[config.mk]
export PLATFORM = sky130hd
export DESIGN_NAME = ipc_comlink
export DESIGN_NICKNAME = d
export VERILOG_FILES = /design/src/rtl/ipc_comlink.sv
export SDC_FILE = /design/constraint.sdc
export NUM_CORES = 1
export LEC_CHECK = 0
export ABC_CLOCK_PERIOD_IN_PS = 2400
export CORE_MARGIN = 2
export CORE_UTILIZATION = 26
export DETAILED_ROUTE_END_ITERATION = 8
export GPL_ROUTABILITY_DRIVEN = 0
export PLACE_DENSITY = 0.55
export SLEW_MARGIN = 20
export SYNTH_ARGS = -nofsm -noshare
export SYNTH_HDL_FRONTEND = slang
export SYNTH_SLANG_ARGS = --single-unit
[constraint.sdc]
create_clock -name clk_sys -period 2.4 [get_ports clk_sys]
set_input_delay 0.24 -clock clk_sys [delete_from_list [all_inputs] [get_ports clk_sys]]
set_output_delay 0.24 -clock clk_sys [all_outputs]
set_load 0.05 [all_outputs]
[src/rtl/ipc_comlink.sv]
// ipc_comlink: IPC-side endpoint of the COMCTRL/COMDATA serial link to the ZX8302.
//
// Each bit is exchanged as one host nibble: the host writes S=0, D, E=1 into its
// 4-bit comdata shift register, and this block clocks that register with two
// comctrl low pulses. D is sampled after the first pulse and E after the second.
// When transmitting, the bit being returned to the host is held on comdata_out.
// The host sees that bit through its status read, which is the AND of both
// comdata lines.
//
// Ports:
//   clk_sys      board clock, the only clock
//   reset        synchronous, active-high
//   comctrl      strobe to ZX8302, idle high; a falling edge shifts the host register
//   comdata_in   host bit, asynchronous; synchronised internally by two flops
//   comdata_out  IPC-driven bit, idle high
//   rx_start     one-cycle request to receive rx_len bits
//   tx_start     one-cycle request to send tx_len bits of tx_data, MSB first
//   rx_len       receive bit count, 1..8 (0 means 8)
//   tx_len       transmit bit count, 1..8 (0 means 8)
//   tx_data      bits to send; bit (len-1) goes first
//   rx_data      received word, right-aligned, first bit most significant
//   rx_valid     one-cycle pulse when rx_data is complete
//   tx_done      one-cycle pulse when the last transmitted bit has been released
//   busy         high whenever an operation is in progress
//   err          one-cycle pulse on a timeout or a bad stop bit; the operation is aborted
module ipc_comlink #(
  parameter int unsigned PULSE_LEN = 27,
  parameter int unsigned SETTLE    = 27,
  parameter int unsigned TIMEOUT   = 2700000
) (
  input  logic       clk_sys,
  input  logic       reset,
  output logic       comctrl,
  input  logic       comdata_in,
  output logic       comdata_out,
  input  logic       rx_start,
  input  logic       tx_start,
  input  logic [3:0] rx_len,
  input  logic [3:0] tx_len,
  input  logic [7:0] tx_data,
  output logic [7:0] rx_data,
  output logic       rx_valid,
  output logic       tx_done,
  output logic       busy,
  output logic       err
);

  typedef enum logic [2:0] {
    StIdle,
    StWaitStart,
    StLow1,
    StHigh1,
    StLow2,
    StHigh2,
    StHold
  } state_e;

  // Terminal counts; both counters start from zero on every state entry.
  localparam logic [7:0]  PulseLast  = 8'(PULSE_LEN - 1);
  localparam logic [7:0]  SettleLast = 8'(SETTLE - 1);
  localparam logic [21:0] WaitLast   = 22'(TIMEOUT - 1);

  // Length 0 means a full byte; out-of-range lengths are clamped to 8 as well.
  function automatic logic [3:0] bit_count(input logic [3:0] len);
    return ((len == 4'd0) || (len > 4'd8)) ? 4'd8 : len;
  endfunction

  state_e      state_q, state_d;
  logic [21:0] wait_q, wait_d;
  logic [7:0]  phase_q, phase_d;
  logic        cd_meta_q, cd_q;
  logic        tx_mode_q, tx_mode_d;
  logic [3:0]  left_q, left_d;
  logic [7:0]  tx_data_q, tx_data_d;
  logic [7:0]  rx_shift_q, rx_shift_d;
  logic        comctrl_q, comctrl_d;
  logic        cdo_q, cdo_d;
  logic [7:0]  rx_data_q, rx_data_d;
  logic        rx_valid_q, rx_valid_d;
  logic        tx_done_q, tx_done_d;
  logic        err_q, err_d;

  logic [2:0]  tx_first_idx;
  logic [2:0]  tx_next_idx;

  assign tx_first_idx = 3'(bit_count(tx_len) - 4'd1);
  assign tx_next_idx  = 3'(left_q - 4'd1);

  always_comb begin
    state_d    = state_q;
    tx_mode_d  = tx_mode_q;
    left_d     = left_q;
    tx_data_d  = tx_data_q;
    rx_shift_d = rx_shift_q;
    cdo_d      = cdo_q;
    rx_data_d  = rx_data_q;
    rx_valid_d = 1'b0;
    tx_done_d  = 1'b0;
    err_d      = 1'b0;

    unique case (state_q)
      StIdle: begin
        // Receive takes priority; a simultaneous tx_start is dropped.
        if (rx_start) begin
          state_d    = StWaitStart;
          tx_mode_d  = 1'b0;
          left_d     = bit_count(rx_len);
          rx_shift_d = '0;
        end else if (tx_start) begin
          state_d   = StWaitStart;
          tx_mode_d = 1'b1;
          left_d    = bit_count(tx_len);
          tx_data_d = tx_data;
          cdo_d     = tx_data[tx_first_idx];
        end
      end

      StWaitStart: begin
        if (!cd_q) begin
          state_d = StLow1;
        end else if (wait_q == WaitLast) begin
          err_d   = 1'b1;
          cdo_d   = 1'b1;
          state_d = StIdle;
        end
      end

      StLow1: begin
        if (phase_q == PulseLast) state_d = StHigh1;
      end

      StHigh1: begin
        if (phase_q == SettleLast) begin
          state_d = StLow2;
          if (!tx_mode_q) rx_shift_d = {rx_shift_q[6:0], cd_q};
        end
      end

      StLow2: begin
        if (phase_q == PulseLast) state_d = StHigh2;
      end

      StHigh2: begin
        if (phase_q == SettleLast) begin
          if (!cd_q) begin
            // Stop bit must read back as 1.
            err_d   = 1'b1;
            cdo_d   = 1'b1;
            state_d = StIdle;
          end else begin
            left_d = left_q - 4'd1;
            if (tx_mode_q) begin
              state_d = StHold;
            end else if (left_q == 4'd1) begin
              rx_valid_d = 1'b1;
              rx_data_d  = rx_shift_q;
              state_d    = StIdle;
            end else begin
              state_d = StWaitStart;
            end
          end
        end
      end

      StHold: begin
        // The host's next nibble doubles as the start bit for the following bit.
        if (!cd_q) begin
          if (left_q != 4'd0) begin
            state_d = StLow1;
            cdo_d   = tx_data_q[tx_next_idx];
          end else begin
            tx_done_d = 1'b1;
            cdo_d     = 1'b1;
            state_d   = StIdle;
          end
        end else if (wait_q == WaitLast) begin
          cdo_d   = 1'b1;
          state_d = StIdle;
          if (left_q != 4'd0) err_d = 1'b1;
          else                tx_done_d = 1'b1;
        end
      end

      default: begin
        state_d = StIdle;
      end
    endcase
  end

  // Counters reload on every state change and only count in the states that use them.
  always_comb begin
    wait_d  = '0;
    phase_d = '0;
    if (state_d == state_q) begin
      if ((state_q == StWaitStart) || (state_q == StHold)) begin
        wait_d = wait_q + 22'd1;
      end
      if ((state_q == StLow1) || (state_q == StHigh1) ||
          (state_q == StLow2) || (state_q == StHigh2)) begin
        phase_d = phase_q + 8'd1;
      end
    end
  end

  // comctrl is registered from the next state so it cannot glitch.
  assign comctrl_d = !((state_d == StLow1) || (state_d == StLow2));

  always_ff @(posedge clk_sys) begin
    if (reset) begin
      state_q    <= StIdle;
      wait_q     <= '0;
      phase_q    <= '0;
      cd_meta_q  <= 1'b1;
      cd_q       <= 1'b1;
      tx_mode_q  <= 1'b0;
      left_q     <= '0;
      tx_data_q  <= '0;
      rx_shift_q <= '0;
      comctrl_q  <= 1'b1;
      cdo_q      <= 1'b1;
      rx_data_q  <= '0;
      rx_valid_q <= 1'b0;
      tx_done_q  <= 1'b0;
      err_q      <= 1'b0;
    end else begin
      state_q    <= state_d;
      wait_q     <= wait_d;
      phase_q    <= phase_d;
      cd_meta_q  <= comdata_in;
      cd_q       <= cd_meta_q;
      tx_mode_q  <= tx_mode_d;
      left_q     <= left_d;
      tx_data_q  <= tx_data_d;
      rx_shift_q <= rx_shift_d;
      comctrl_q  <= comctrl_d;
      cdo_q      <= cdo_d;
      rx_data_q  <= rx_data_d;
      rx_valid_q <= rx_valid_d;
      tx_done_q  <= tx_done_d;
      err_q      <= err_d;
    end
  end

  assign comctrl     = comctrl_q;
  assign comdata_out = cdo_q;
  assign rx_data     = rx_data_q;
  assign rx_valid    = rx_valid_q;
  assign tx_done     = tx_done_q;
  assign err         = err_q;
  assign busy        = (state_q != StIdle);

endmodule

Word-level counts from Yosys, hierarchy flattened
Index checks and enable logic that the tools add are counted.
- ROM bits: 0
- logic and storage cells: 133
- flip-flop bits (word level): 69
- bits in writable memories: 0
- memories kept: 0
- input bits: 21
- latch bits: 0
- output and inout bits: 14
- $lt $le $gt $ge: 4
- bitwise operators: 9
- shift-type cells: 0
- add/sub/neg operators: 4
- multiply operators: 0
- multiplexer cells: 52
- equal/unequal tests: 22
- reduce and logical (&&, ||, !) cells: 27
- div/mod/pow operators: 0
- operators by type and width (kind ; number):
    $mux 3 ; 11
    $mux 1 ; 24
    $mux 4 ; 6
    $mux 8 ; 3
    $add 22x1->22 const B ; 1
    $eq 22x22->1 const B ; 1
    $pmux 3 s7 ; 1
    $ne 2x2->1 const B ; 9
    $pmux 8 s2 ; 1
    $eq 3x3->1 const B ; 4
    $eq 3x2->1 const B ; 3
    $not 1->1 ; 9
    $add 8x1->8 const B ; 1
    $eq 8x5->1 const B ; 1
    $gt 4x4->1 const B ; 2
    $logic_not 4->1 ; 2
    $lt 3x4->1 const B ; 2
    $pmux 4 s2 ; 1
    $reduce_and 4->1 ; 2
    $reduce_bool 4->1 ; 2
    $logic_or 1x1->1 ; 7
    $bmux 1 s3 ; 2
    $reduce_and 6->1 ; 1
    $reduce_bool 2->1 ; 3
    18 further kinds ; 19

Logic depth before layout (Yosys ltp)
Gate-level depths: netlist (run 1).
- word-level depth: 9
- mapped depth: 8
- gate-level depth less buffers: 7

Least setup slack after synthesis (run 1)
OpenSTA, ideal clock, no wires.
- kind: register to register
- start: register phase_q[5]
- end: register phase_q[0]
- library setup time: 0.086 ns
- clock period less this slack: 2.295 ns
- required time: 2.314 ns
- buffers on the path: 0
- slack: 0.105 ns
- arrival: 2.209 ns
- cell stages (with the launch flop): 6
- cell sequence: dfxtp_1 -> or4b_4 -> or3_4 -> mux2i_4 -> or3_2 -> a211oi_1
- cells in the longest elaborated chain, start to end: 6
- elaborated cells on any way between the ends: 9
- classes of those cells: 2 x eq/ne; 5 x mux; 1 x bitwise; 1 x reduce/logical
- ends and longest elaborated chain (element ; RTL line ; source):
    from (decl) ; 70 ; logic [7:0] phase_q, phase_d;
    from (signal assigned) ; 228 ; phase_q <= phase_d;
    $eq 8x5->1 (*) ; -- ;
    $mux 3 (on tied branches) ; -- ;
    $pmux 3 s7 (*) ; 101 ; unique case (state_q)
    $eq 3x3->1 (*) ; 194 ; if (state_d == state_q) begin
    $not 1->1 (no source line) (*) ; -- ;
    $reduce_or 3->1 (no source line) (*) ; -- ;
Mark *: on every way between the ends. The rest lies on a longest branch, timed or not.
A chain may end at the register's enable or synchronous reset.

Final worst setup path (run 1)
- start: register phase_q[5]
- end: register phase_q[1]
The elaborated chain is that of the path after synthesis.

==> flow_results.org, run 1 <==
** Placement
- Summing all placed instances gives a cell area of 0.00406 mm^2.
- DP Cell Count :: 591
- In this run the tool buffered the top-level ports with 34 buffer cells.
- The HPWL after detailed placement is 5.80 mm.
- Pre-CTS setup slack :: -3.06 ps

** Pwr
- Summing internal, switching and leakage power gives 2.77 mW.
- Worst vdd ir :: 0.223 mV
- Dividing total power by cell area gives a power density of 634 mW/mm^2.
- The analysis attributes to cell leakage a power of 1.49 nW.

** GRT
- Maximum number of pins on one net before global-route repair :: 35
- GRT overflow :: 0
- The first global-routing pass estimated 13.8 mm of wire.
- In the global route stage, overall resource usage came out at 0.120.
- The initial antenna violation count came to 0.
- Via count of the first global-routing pass :: 2786

** Route
- WL/cell :: 13.2 um
- The count of nets left with antenna violations once routing finished came out at 0.
- In the routed design, unresolved DRC markers number 0.
- The routed design has 8.03 mm of wire.
- The first TritonRoute pass finished after 4 iterations.
- Across all layers, the routed design uses 2893 vias.
- Iteration-0 DRC Markers :: 207
- After detailed routing, the number of vias per cell comes to 4.77.

** Logic synthesis
- Post-synthesis cell count :: 383
- In this run, synthesis produced a sequential element count of 69.
- The number of nets in the synthesized netlist is 411.
- Post-synth ARST share :: 0
- In this run, synthesis inferred 0 flip-flops with an integrated enable.
- Part of the Yosys area used for sequential elements :: 0.400
- Unique masters post-synth :: 58
- Synth Cell Area :: 0.00345 mm^2
- Of the post-synthesis cell area, the dominant cell type holds 0.400.
- Top flip-flop cell by instance count after synthesis :: sky130_fd_sc_hd__dfxtp_1
- Number of warning messages in the yosys log :: 0
- Post-synthesis area per instance :: 9.01 um^2
- Leading cell types by total area after synthesis :: sky130_fd_sc_hd__dfxtp_1, sky130_fd_sc_hd__nor2_1, sky130_fd_sc_hd__mux2i_1
- Of all cell types, the one taking the most synthesized area is sky130_fd_sc_hd__dfxtp_1.

** STA
- Across all hold checks on the routed design, the worst slack comes to 417 ps.
- Sum of negative setup slack :: 0 ps
- Clock skew on the completed layout was measured at 5.51 ps.
- Setup repair after global routing left no endpoint under its margin.
- Final worst setup slack :: 149 ps
- The total count of hold-check failures in the final report was 0.
- The worst path in the final design needs a cycle of 2250 ps, including I/O delays and setup.
- Relative slew slack :: 0.567
- At the pin with the least slew margin, the transition time is 646 ps.
- Setup violations remaining at the end of the flow were counted as 0.
- Peak clock frequency supported by timing :: 444 MHz
- The final-report max-slew violation count is 0.
- Of the available clock period, the critical path in the final layout requires 0.938.

** CTS
- TritonCTS sink count :: 69
- H-tree depth :: 3
- Clock tree synthesis selected as its root buffer the cell sky130_fd_sc_hd__clkbuf_16.
- Post-CTS setup buffer count :: 0
- Counting the buffers created by CTS gives 9.
- No sink is reached through more buffers than the 2 on the longest clock path.
- After clock tree synthesis, the clock-pin slew on the worst setup and hold paths is 50 ps.
- CTS tree :: done
- Clock latency on the worst-skew pair, taken at its later pin, is 330 ps.

** Floorplan
- Die outline area :: 0.0142 mm^2
- The floorplan has 42 rows.
- Horizontal extent of the die :: 119 um
- Number of placed I/O pins :: 35
- Core Box Area :: 0.0131 mm^2
- The floorplan step set the die height to 119 um.
- Starting utilization of the core area :: 0.264

** Setup path
- Max stage delay on crit path :: 550 ps
- Type of the setup path with the least slack :: reg -> reg
- Endpoint class of the critical path :: register
- CP dominant cell by count :: sky130_fd_sc_hd__or3_4
- Buf/Inv on CP :: 0
- Crit-path cells :: or4b_4 -> or3_4 -> mux2i_4 -> or3_4 -> a211oi_2
- Crit path max fanout :: 5
- STA puts the critical path data required time at 2640 ps.
- Data arrives at the worst endpoint at 2490 ps.
- For this design, the slowest cell found on the critical path is sky130_fd_sc_hd__or4b_4.
- Worst setup SP type :: register
- Family of cells with the greatest summed delay on the critical path :: simple AND/OR/NAND/NOR gates

** Final layout
- In the final layout, flip-flops and latches occupy 0.00138 mm^2.
- Final layout net count :: 454
- For this run, the share of the core covered by cells in the final layout is 0.334.
- From synthesis to final layout, the design area changed by 26.4%.
- Share of post-route cells with drive strength above 1 :: 0.114
- 0 antenna diodes ended up in the layout.
- The finished layout holds 606 standard cells, fillers aside.
- After filler insertion, the fill cell instance count of the layout stands at 1377.
- Multi-input combinational cell area :: 0.00196 mm^2
- Cell area after layout :: 0.00436 mm^2

** Run status
- The run finished with clean final reports.

** Run
- The tool flagged a number of max-cap violations equal to 0.

** Hold path
- Worst hold-check path type :: reg -> reg
-- flip-flops by register name (all words and copies together) (netlist names), 3 cells and up --
name	flops
state_q	3
wait_q	22
left_q	4
rx_shift_q	8
phase_q	8
tx_data_q	8
rx_data	8
-- synthesized netlist by cell type (2+ instances only) --
cell and count:
sky130_fd_sc_hd__a22oi_1 9, sky130_fd_sc_hd__nor2b_1 4, sky130_fd_sc_hd__a21oi_1 9, sky130_fd_sc_hd__nand3b_1 4, sky130_fd_sc_hd__nand2b_1 5, sky130_fd_sc_hd__clkbuf_1 8, sky130_fd_sc_hd__nor3b_1 3, sky130_fd_sc_hd__inv_1 11
sky130_fd_sc_hd__o22ai_1 3, sky130_fd_sc_hd__o21a_1 3, sky130_fd_sc_hd__nand3_1 18, sky130_fd_sc_hd__nand2_1 16, sky130_fd_sc_hd__and3b_1 2, sky130_fd_sc_hd__mux2i_1 17, sky130_fd_sc_hd__nand4_1 13, sky130_fd_sc_hd__xnor2_1 10
sky130_fd_sc_hd__nor3_1 8, sky130_fd_sc_hd__buf_4 2, sky130_fd_sc_hd__a21o_1 2, sky130_fd_sc_hd__or2_2 3, sky130_fd_sc_hd__o21ai_0 3, sky130_fd_sc_hd__ha_1 7, sky130_fd_sc_hd__and3_1 6, sky130_fd_sc_hd__and4_1 6
sky130_fd_sc_hd__nor4b_1 4, sky130_fd_sc_hd__nor2_1 60, sky130_fd_sc_hd__nor4_1 6, sky130_fd_sc_hd__mux4_2 4, sky130_fd_sc_hd__dfxtp_1 69, sky130_fd_sc_hd__nor4bb_1 3, sky130_fd_sc_hd__buf_2 7, sky130_fd_sc_hd__o311ai_0 2
sky130_fd_sc_hd__xor2_1 18, sky130_fd_sc_hd__a31oi_1 3, sky130_fd_sc_hd__a211oi_1 10, sky130_fd_sc_hd__o221ai_1 3
-- what timing repair did --
| item | 4_1_cts | 5_1_grt |
|---|---|---|
| resized for setup | 2 | 2 |
| hold buffers | 0 | 0 |
| endpoints found under the setup margin | 1 | 6 |
-- path summary, 6_finish.rpt --
kind | startpoint | endpoint | slack, ps | cells past startpoint
setup / recovery | phase_q[5] | phase_q[1] | 150 | 5
hold / removal | cd_meta_q | cd_q | 420 | 1
setup reg to reg | phase_q[5] | phase_q[1] | 150 | 5
hold reg to reg | cd_meta_q | cd_q | 420 | 1
-- worst register-to-register path: stages, from the launching register on --
cell	delay, ps
sky130_fd_sc_hd__dfxtp_1	330
sky130_fd_sc_hd__or4b_4	550
sky130_fd_sc_hd__or3_4	400
sky130_fd_sc_hd__mux2i_4	210
sky130_fd_sc_hd__or3_4	420
sky130_fd_sc_hd__a211oi_2	250
-- cell usage in the layout (no fill, tap or decap), types with 8 or more instances in the layout --
master                            synthesis  layout
sky130_fd_sc_hd__a211oi_1                10       8
sky130_fd_sc_hd__a21oi_1                  9       9
sky130_fd_sc_hd__a22oi_1                  9       9
sky130_fd_sc_hd__buf_4                    2      16
sky130_fd_sc_hd__clkbuf_16                0       9
sky130_fd_sc_hd__clkdlybuf4s50_1          0      34
sky130_fd_sc_hd__dfxtp_1                 69      69
sky130_fd_sc_hd__inv_1                   11      11
sky130_fd_sc_hd__mux2i_1                 17      17
sky130_fd_sc_hd__nand2_1                 16      16
sky130_fd_sc_hd__nand3_1                 18      18
sky130_fd_sc_hd__nand4_1                 13      13
sky130_fd_sc_hd__nor2_1                  60      60
sky130_fd_sc_hd__xnor2_1                 10      10
sky130_fd_sc_hd__xor2_1                  18      18
-- metal layers --
layer | GRT usage | vias to the layer above | wire (um)
met1 | 0.164 | 1361 | 4100
met3 | 0.0321 | 10 | 291
met2 | 0.182 | 44 | 3530
met5 | 0 | - | 0
li1 | - | 1478 | -
met4 | 0.0402 | 0 | 99
-- final cells by class --
class / count / share of cell area
Timing Repair Buffer: 51 / 0.110
Clock buffer: 10 / 0.0525
Multi-Input combinational cell: 284 / 0.449
Tap cell: 176 / 0.0505
Inverter: 11 / 0.00946
Sequential cell: 69 / 0.317
Clock inverter: 5 / 0.0120
-- cells by family after synthesis --
kind of cell / Yosys count / synth area share
flops: 69 / 0.400
mux: 22 / 0.0819
simple gates: 168 / 0.261
compound gates: 59 / 0.123
buf+inv: 30 / 0.0377
xor+xnor: 28 / 0.0710
fa+ha+maj: 7 / 0.0254
-- report_power, final --
part | internal, mW | leakage (nW) | total, mW | switching [mW]
Clock | 0.792 | 0.138 | 1.28 | 0.484
Combinational | 0.137 | 0.796 | 0.298 | 0.160
Sequential | 1.17 | 0.558 | 1.19 | 0.0235
Note: power is estimated with default switching activity, not from simulation.
==> run 2, diff against run 1 <==
--- a/config.mk
+++ b/config.mk
@@ -10,7 +10,9 @@
 export CORE_UTILIZATION = 26
 export DETAILED_ROUTE_END_ITERATION = 8
 export GPL_ROUTABILITY_DRIVEN = 0
+export HOLD_SLACK_MARGIN = 0.12
 export PLACE_DENSITY = 0.55
+export SKIP_CTS_REPAIR_TIMING = 1
 export SLEW_MARGIN = 20
 export SYNTH_ARGS = -nofsm -noshare
 export SYNTH_HDL_FRONTEND = slang
==> flow_results.org, run 2 (synthesis gave the netlist of run 1 again) <==
** STA
- In this run the tightest slew margin relative to its limit is 0.567.
- Setup violations remaining at the end of the flow were counted as 0.
- Post-layout minimum cycle time :: 2250 ps
- Clock skew on the completed layout was measured at 5.44 ps.
- Count of final max-slew check failures :: 0
- Count of final hold-check violations :: 0
- Fraction of the cycle the final worst path needs :: 0.936
- Slew at the pin closest to its max-slew limit :: 646 ps
- Static timing analysis puts the maximum clock frequency at 445 MHz.
- Final hold slack :: 417 ps
- Setup repair after global routing left no endpoint under its margin.

** Hold path
- For hold timing, the worst endpoint is cd_q.
- Start point of the worst hold path :: cd_meta_q
- The path class of the tightest hold or removal check is reg -> reg.
- Hold Path Depth :: 1

** Final layout
- Final layout net count :: 454
- Number of diodes :: 0
- Register ranked first by flip-flop count :: wait_q
- In the layout the commonest cells are sky130_fd_sc_hd__dfxtp_1, sky130_fd_sc_hd__nor2_1, sky130_fd_sc_hd__clkdlybuf4s50_1.
- The sequential cells in the finished layout cover a total of 0.00138 mm^2.
- After routing the design area is 0.00436 mm^2.
- Fill cells in the final layout number 1377.
- Share of post-route cells with drive strength above 1 :: 0.114
- For this run, the share of the core covered by cells in the final layout is 0.334.
- Leaving out filler cells and counting taps, the final layout contains 606.
- Leaving out fill and tap cells, the most frequent cell in the layout is sky130_fd_sc_hd__dfxtp_1.
- Max reg flops :: 22
- The multi-input combinational cells in the finished layout cover a total of 0.00196 mm^2.
- Synth-to-Final Area Change :: 26.4%

** Pwr
- Pwr Density :: 634 mW/mm^2
- For this design the static power due to leakage is 1.49 nW.
- Worst vdd ir :: 0.223 mV

** Setup path
- Worst reg2reg startpoint :: phase_q[5]
- Type of the setup path with the least slack :: reg -> reg
- The most critical setup path has its startpoint at phase_q[5].
- The number of buffers and inverters on the critical path is 0.
- Required time at the endpoint of the critical path :: 2640 ps
- Worst R2R Setup Slack :: 150 ps
- The worst setup path is captured at a register.
- Crit-path cells :: or4b_4 -> or3_4 -> mux2i_4 -> or3_4 -> a211oi_2
- CP dominant cell by count :: sky130_fd_sc_hd__or3_4
- CP max stage cell :: sky130_fd_sc_hd__or4b_4
- Arrival time at the worst endpoint :: 2490 ps
- Worst setup SP type :: register
- Max stage delay on crit path :: 550 ps
- On the critical path the largest part of the delay comes from simple AND/OR/NAND/NOR gates.
- Of all nets on the critical path, the largest fanout is 5.
- Worst-case reg-to-reg path depth :: 5
- In this run the critical register-to-register path is captured at phase_q[1].

** Floorplan
- For this design the top-level I/O count stands at 35.
- The initial utilization of the core area, before any placement, comes to 0.264.
- Die outline area :: 0.0142 mm^2
- The region available for standard cell placement spans 0.0131 mm^2.
- Std cell rows :: 42
- Vertical die dimension :: 119 um
- Horizontal extent of the die :: 119 um

** GRT
- GRT overflow :: 0
- Entering global routing, the biggest net connects 35 pins.
- In the global route stage, overall resource usage came out at 0.120.
- Wire length of the first global-routing pass :: 13.7 mm
- Via count of the first global-routing pass :: 2782
- Initial antenna violation count :: 0

** Route
- In the final routed layout, each cell accounts on average for 13.2 um.
- Average vias per placed instance :: 4.77
- The detailed router placed 2891 vias in this run.
- For this run, the detailed router's first-pass iteration total came to 4.
- Number of remaining DRC errors :: 0
- Number of nets with antenna violations after detailed routing :: 0
- For this block, the routed nets add up to 8.02 mm of wire.
- Iteration-0 DRC Markers :: 205

** CTS
- Clock latency of the later-clocked register in the worst-skew pair :: 330 ps
- CTS placed an instance of sky130_fd_sc_hd__clkbuf_16 at the clock tree root.
- Counting along the longest clock path gives a buffer depth of 2.
- TritonCTS sink count :: 69
- Clock-pin slew on the worst setup and hold paths :: 50 ps
- CTS buffer count :: 9
- TritonCTS built the clock tree.
- In this run the number of H-tree levels came out at 3.

** Run status
- The flow ran to the end, and the final reports show no timing, DRC or antenna violations.

** Placement
- Once placement completed, the tool counted placed cells totaling 591.
- Detailed placement ended at an HPWL of 5.80 mm.
- During placement, the flow inserted port buffers numbering 34.
- After detailed placement, the total cell area comes to 0.00406 mm^2.

** Run
- Max-cap violations in this run came to 0.
[run 2: cell counts in the layout (fill, tap and decap cells not counted)]
Identical to the previous run, type by type.
[run 2: power breakdown]
part           internal (mW)  switching [mW]  total (mW)
Combinational          0.137           0.160       0.297
Clock                  0.792           0.484        1.28
Sequential              1.17          0.0235        1.19
Total                   2.10           0.668        2.77
[run 2: worst max-delay path by stage]
stage,slack [ps],cells after the start,endpoint
CTS,-20,5,phase_q[1]
detailed placement,-3,5,phase_q[1]
finish,150,5,phase_q[1]
global placement,70,5,phase_q[4]
floorplan,110,5,phase_q[0]
global route,50,5,phase_q[1]
[run 2: metal layers]
metal  routed length (um)  GRT usage  vias to the layer above
met5                    0          0                        -
met3                  291     0.0321                       10
met1                 4090      0.163                     1360
met2                 3530      0.182                       44
met4                   99     0.0402                        0
li1                     -          -                     1477
[run 2: stage by stage]
step / setup TNS (ps) / total power, mW / worst slack (ps)
finish: 0 / 2.77 / 154
detailed placement: -3.06 / 1.52 / -3.06
floorplan: 0 / 1.41 / 105
CTS: -15.6 / 2.80 / -15.6
global placement: 0 / 1.51 / 70.6
global route: 0 / 2.89 / 51.2
[run 2: worst reg2reg max path, cell delays in order (launching register included)]
cell and delay [ps]:
sky130_fd_sc_hd__dfxtp_1 330, sky130_fd_sc_hd__or4b_4 550, sky130_fd_sc_hd__or3_4 400, sky130_fd_sc_hd__mux2i_4 210, sky130_fd_sc_hd__or3_4 420, sky130_fd_sc_hd__a211oi_2 240
[run 2: final cells by class]
class | count | share of cell area
Inverter | 11 | 0.00946
Multi-Input combinational cell | 284 | 0.449
Clock inverter | 5 | 0.0120
Sequential cell | 69 | 0.317
Tap cell | 176 | 0.0505
Clock buffer | 10 | 0.0525
Timing Repair Buffer | 51 | 0.110
